[config.mk]
export PLATFORM = sky130hd
export DESIGN_NAME = sub_seq_nbit_flat
export DESIGN_NICKNAME = d
export VERILOG_FILES = /design/src/rtl/sub_seq_nbit_if.sv /design/src/rtl/sub_seq_nbit.sv /design/src/flat_wrapper.sv
export SDC_FILE = /design/constraint.sdc
export NUM_CORES = 1
export LEC_CHECK = 0
export CORE_MARGIN = 3
export CORE_UTILIZATION = 41
export CTS_BUF_LIST = sky130_fd_sc_hd__clkbuf_4 sky130_fd_sc_hd__clkbuf_8
export DETAILED_ROUTE_END_ITERATION = 7
export GPL_TIMING_DRIVEN = 0
export PLACE_DENSITY = 0.67
export SLEW_MARGIN = 0
export SYNTH_ARGS = -nofsm -noshare
export SYNTH_HDL_FRONTEND = slang
export SYNTH_SLANG_ARGS = --single-unit
[constraint.sdc]
create_clock -name CLK -period 5.7 [get_ports CLK]
set_input_delay 1.425 -clock CLK [delete_from_list [all_inputs] [get_ports CLK]]
set_output_delay 1.425 -clock CLK [all_outputs]
set_load 0.01 [all_outputs]
[src/rtl/sub_seq_nbit_if.sv]
// Operand/result handshake bundle for the chunked subtractor.
// master = producer/consumer side, slave = subtractor.
interface sub_seq_nbit_if #(parameter int N = 64);
   logic         in_valid;
   logic         in_ready;
   logic [N-1:0] IN1;
   logic [N-1:0] IN2;
   logic         Bin;
   logic         out_valid;
   logic         out_ready;
   logic [N-1:0] DIFF;
   logic         Bout;
   logic         ZERO;
   logic         OVF;

   modport master (
      output in_valid, IN1, IN2, Bin, out_ready,
      input  in_ready, out_valid, DIFF, Bout, ZERO, OVF
   );

   modport slave (
      input  in_valid, IN1, IN2, Bin, out_ready,
      output in_ready, out_valid, DIFF, Bout, ZERO, OVF
   );
endinterface

[src/rtl/sub_seq_nbit.sv]
// Multi-cycle N-bit subtractor: DIFF = IN1 - IN2 - Bin, W bits per cycle,
// borrow carried between chunks in a register. One operation in flight.
module sub_seq_nbit #(
   parameter int N = 64,
   parameter int W = 16
) (
   input logic           CLK,
   input logic           RSTn,
   sub_seq_nbit_if.slave bus
);
   localparam int K  = N / W;
   localparam int CW = (K > 1) ? $clog2(K) : 1;

   typedef enum logic [1:0] {IDLE, RUN, DONE} state_t;

   state_t        state;
   logic [N-1:0]  a, b, diff;
   logic          borrow, bout, zero, ovf;
   logic          in_ready, out_valid;
   logic [CW-1:0] cnt;

   logic [W-1:0]  a_c, b_c;
   logic [W:0]    sum;
   logic [N-1:0]  diff_nxt;
   logic          last;

   // Subtract as A + ~B + !borrow; the chunk's carry-out is the inverted borrow.
   always_comb begin
      a_c      = a[cnt*W +: W];
      b_c      = b[cnt*W +: W];
      sum      = {1'b0, a_c} + {1'b0, ~b_c} + {{W{1'b0}}, ~borrow};
      diff_nxt = diff;
      diff_nxt[cnt*W +: W] = sum[W-1:0];
      last     = (cnt == CW'(K - 1));
   end

   always_ff @(posedge CLK) begin
      if (!RSTn) begin
         state     <= IDLE;
         a         <= '0;
         b         <= '0;
         diff      <= '0;
         borrow    <= 1'b0;
         bout      <= 1'b0;
         zero      <= 1'b0;
         ovf       <= 1'b0;
         cnt       <= '0;
         in_ready  <= 1'b1;
         out_valid <= 1'b0;
      end else begin
         case (state)
            IDLE: begin
               if (bus.in_valid && in_ready) begin
                  a        <= bus.IN1;
                  b        <= bus.IN2;
                  borrow   <= bus.Bin;
                  cnt      <= '0;
                  in_ready <= 1'b0;
                  state    <= RUN;
               end
            end
            RUN: begin
               diff   <= diff_nxt;
               borrow <= ~sum[W];
               cnt    <= cnt + 1'b1;
               if (last) begin
                  // Flags come from the completed difference, so they are stable for all of DONE.
                  cnt       <= '0;
                  bout      <= ~sum[W];
                  zero      <= (diff_nxt == '0);
                  ovf       <= (a[N-1] != b[N-1]) && (diff_nxt[N-1] != a[N-1]);
                  out_valid <= 1'b1;
                  state     <= DONE;
               end
            end
            DONE: begin
               if (bus.out_ready) begin
                  out_valid <= 1'b0;
                  in_ready  <= 1'b1;
                  state     <= IDLE;
               end
            end
            default: begin
               in_ready  <= 1'b1;
               out_valid <= 1'b0;
               state     <= IDLE;
            end
         endcase
      end
   end

   assign bus.in_ready  = in_ready;
   assign bus.out_valid = out_valid;
   assign bus.DIFF      = diff;
   assign bus.Bout      = bout;
   assign bus.ZERO      = zero;
   assign bus.OVF       = ovf;
endmodule

[src/flat_wrapper.sv]
// flat-port wrapper written by rule: the top's interface ports become plain ports
module sub_seq_nbit_flat 
#(
   parameter int N = 64,
   parameter int W = 16
)
  (CLK, RSTn, bus_in_valid, bus_IN1, bus_IN2, bus_Bin, bus_out_ready, bus_in_ready, bus_out_valid, bus_DIFF, bus_Bout, bus_ZERO, bus_OVF);
  sub_seq_nbit_if #(.N(N)) bus_i ();
  input logic CLK;
  input logic RSTn;
  input wire logic [$bits(bus_i.in_valid)-1:0] bus_in_valid;
  input wire logic [$bits(bus_i.IN1)-1:0] bus_IN1;
  input wire logic [$bits(bus_i.IN2)-1:0] bus_IN2;
  input wire logic [$bits(bus_i.Bin)-1:0] bus_Bin;
  input wire logic [$bits(bus_i.out_ready)-1:0] bus_out_ready;
  output wire logic [$bits(bus_i.in_ready)-1:0] bus_in_ready;
  output wire logic [$bits(bus_i.out_valid)-1:0] bus_out_valid;
  output wire logic [$bits(bus_i.DIFF)-1:0] bus_DIFF;
  output wire logic [$bits(bus_i.Bout)-1:0] bus_Bout;
  output wire logic [$bits(bus_i.ZERO)-1:0] bus_ZERO;
  output wire logic [$bits(bus_i.OVF)-1:0] bus_OVF;
  assign bus_i.in_valid = bus_in_valid;
  assign bus_i.IN1 = bus_IN1;
  assign bus_i.IN2 = bus_IN2;
  assign bus_i.Bin = bus_Bin;
  assign bus_i.out_ready = bus_out_ready;
  assign bus_in_ready = bus_i.in_ready;
  assign bus_out_valid = bus_i.out_valid;
  assign bus_DIFF = bus_i.DIFF;
  assign bus_Bout = bus_i.Bout;
  assign bus_ZERO = bus_i.ZERO;
  assign bus_OVF = bus_i.OVF;
  sub_seq_nbit #(.N(N), .W(W)) u_core (.CLK(CLK), .RSTn(RSTn), .bus(bus_i));
endmodule
==> summary.txt, run 1 <==
Synth
  – Syn nets: 1205
  – Synth Register Bits: 202
  – Post-synthesis cell area: 9430 um^2
  – Synth top area share: 0.429
  – Synth area leaders: dfxtp_1 43%, nand2_1 11%, a21boi_0 11%
  – Primary FF master, synth: dfxtp_1
  – Register area share after synthesis: 0.429
  – Post-synth top area cell: dfxtp_1
  – Library cells used by synthesis: 65
  – Cells after Synth: 1049
  – Number of synthesized flops with an enable pin: 0
  – Syn. warnings: 0
  – Synth Area per Inst: 8.99 um^2
  – Post-synth ARST share: 0

Global route
  – First-pass GRT wire length: 45300 um
  – Global Route Usage Sum: 0.234
  – Vias in the first global route: 8502
  – Largest net degree at the start of global routing: 11
  – Initial antenna violation count: 0
  – Gr ovfl total: 0

Setup path
  – Crit end category: flip-flop
  – Crit path required time: 6.13 ns
  – Critical Path Start Type: flip-flop
  – WP data arrival: 5.45 ns
  – CP max FO: 10
  – Crit path kind: reg -> reg

Timing
  – Slew @ Worst Pin: 0.924 ns
  – Relative slew slack: 0.379
  – Setup Viol. Count Final: 0
  – Final Hold Vio Count: 0
  – Period utilization: 0.881
  – Fin crit period: 5.02 ns
  – Setup tns final: 0 ns
  – Clk_skew: 0.0258 ns
  – Worst hold slack: 0.462 ns
  – Highest clock rate: 199 MHz
  – RSZ-0062 raised after global routing: no
  – Max Slew Vio Count: 0

Clock network
  – TritonCTS sink count: 202
  – CTS tree: yes
  – Hold_buf cts: 0
  – CTS buffer count: 35
  – Clk Latency, worst-skew pair: 0.53 ns
  – Post-CTS Setup Repair Bufs: 0
  – H-tree depth: 2
  – Clk slew on worst S/H paths: 0.06 ns
  – CTS resizes: 0
  – Max clock buf depth: 3
  – Root buffer cell: clkbuf_8

Floorplan
  – Core area: 22200 um^2
  – Top-level I/O count: 202
  – Die W: 158 um
  – Die height: 158 um
  – Row count: 54
  – Initial Util: 0.424
  – DIE AREA: 24900 um^2

Route
  – DRT Pass-1 Iters: 8
  – # DRC: 1
  – Vias: 8504
  – Wire length per cell: 18.5 um
  – Number of DRC markers in iteration 0: 578
  – Final WL: 29300 um
  – DRT antenna net count: 0
  – DR vias/cell: 5.37

Layout
  – Core Util, Final: 0.561
  – Layout cells sized above 1: 0.0798
  – Post-layout instance area: 12500 um^2
  – Fillers: 2038
  – Nets: 1443
  – P&R area growth vs syn: 32.2%
  – Antenna diodes: 0

Placement
  – HPWL after DPL: 22600 um
  – Port bufs: 201
  – GP Congestion: 0.922
  – Placed Area: 11800 um^2

Power and ir drop
  – Leakage power: 4.37 nW
  – Power density cells: 301 nW/um^2
  – Worst vdd ir: 0.103 mV

Run status
  – Outcome: finished, violations left
  – Failing checks: design-rule violations

Flow run
  – Maxcap violations: 0

Min path
  – Hold Path Class: reg -> reg
[layout make-up]
class / count / area, um^2 / share of cell area
multi-input combinational: 751 / 5020 / 0.403
clock buffer: 52 / 666 / 0.0534
inverter: 27 / 101 / 0.00813
buffer: 69 / 264 / 0.0212
timing repair buffer: 201 / 2010 / 0.161
sequential: 202 / 4040 / 0.324
clock inverter: 2 / 12.5 / 0.00100
tap: 280 / 350 / 0.0281
[per-stage QoR]
step,cells,power (mW),setup WS [ns]
after floorplan,1049,2.09,1.47
after global placement,1530,2.45,0.809
after detailed placement,1530,2.46,0.754
after CTS,1584,3.76,0.734
after global routing,1584,3.90,0.394
final,1584,3.75,0.679
[flip-flops by register name, summed over array words and instances, names as in the netlist, 2 cells and up]
register / flops
u_core.cnt: 2
u_core.a: 64
u_core.bus.DIFF: 64
u_core.state: 2
u_core.b: 64
[final timing paths]
check	from	end	slack [ns]	cells after the start
worst max-delay path	u_core.cnt[0]	u_core.bus.ZERO	0.68	14
worst min-delay path	u_core.b[62]	u_core.b[62]	0.46	2
worst max register to register	u_core.cnt[0]	u_core.bus.ZERO	0.68	14
worst min register to register	u_core.b[62]	u_core.b[62]	0.46	2
[cell families after synthesis]
family | count (synthesis) | share of synthesized area
compound gates | 266 | 0.214
xor+xnor | 11 | 0.0110
fa+ha+maj | 23 | 0.0321
buf+inv | 96 | 0.0387
flops | 202 | 0.429
mux | 33 | 0.0776
simple gates | 418 | 0.198
[Yosys cell counts, types with 6 or more instances]
cell type / number
a21boi_0: 132
ha_1: 21
dfxtp_1: 202
nor2_1: 25
a22oi_1: 65
nor2b_1: 66
o21ai_0: 11
inv_1: 27
xnor2_1: 7
a21o_1: 6
a21oi_1: 14
mux4_2: 32
clkbuf_1: 65
nand2_1: 280
nor4_1: 14
nor3_1: 9
[cells in the final DEF (no fill, tap or decap), types with 21 or more instances in the layout]
cell and count:
nor2b_1 66, ha_1 21, a22oi_1 65, inv_1 27
nand2_1 280, a21boi_0 132, clkbuf_8 44, dfxtp_1 202
mux4_2 32, nor2_1 25, clkdlybuf4s50_1 201, clkbuf_1 65
[critical path, cell delays in order (launching register included)]
cell	delay (ns)
dfxtp_1	0.38
clkbuf_1	0.30
buf_2	0.35
buf_2	0.41
mux4_2	0.58
fa_1	0.48
fa_1	0.43
a21o_1	0.19
o2bb2ai_1	0.20
o21ai_0	0.34
nand2_1	0.11
xor2_1	0.71
o21ai_0	0.20
nand3_1	0.13
o31ai_2	0.07
[layer usage]
layer | up-vias | track usage | routed length [um]
met5 | - | 0 | 0
met4 | 0 | 0.0785 | 761
met3 | 58 | 0.0426 | 2160
met2 | 338 | 0.376 | 13300
met1 | 3984 | 0.319 | 13100
li1 | 4124 | - | -
[power breakdown]
part	switching [mW]	internal [mW]	leakage, nW
registers	0.0488	1.49	1.65
logic	0.540	0.363	2.37
clock network	0.574	0.737	0.357
total	1.16	2.59	4.37
(Power assumes the default switching activity.)
==> inputs of run 2 (changes only) <==
--- a/config.mk
+++ b/config.mk
@@ -11,7 +11,7 @@
 export DETAILED_ROUTE_END_ITERATION = 7
 export GPL_TIMING_DRIVEN = 0
 export PLACE_DENSITY = 0.67
-export SLEW_MARGIN = 0
+export SLEW_MARGIN = 30
 export SYNTH_ARGS = -nofsm -noshare
 export SYNTH_HDL_FRONTEND = slang
 export SYNTH_SLANG_ARGS = --single-unit
==> results of run 2 <==
Same layout as run 1: the final DEF is identical, and so are final timing and power.
==> inputs of run 3 (changes only) <==
--- a/config.mk
+++ b/config.mk
@@ -11,7 +11,6 @@
 export DETAILED_ROUTE_END_ITERATION = 7
 export GPL_TIMING_DRIVEN = 0
 export PLACE_DENSITY = 0.67
-export SLEW_MARGIN = 30
 export SYNTH_ARGS = -nofsm -noshare
 export SYNTH_HDL_FRONTEND = slang
 export SYNTH_SLANG_ARGS = --single-unit
==> results of run 3 <==
Same layout as run 1: the final DEF is identical, and so are final timing and power.
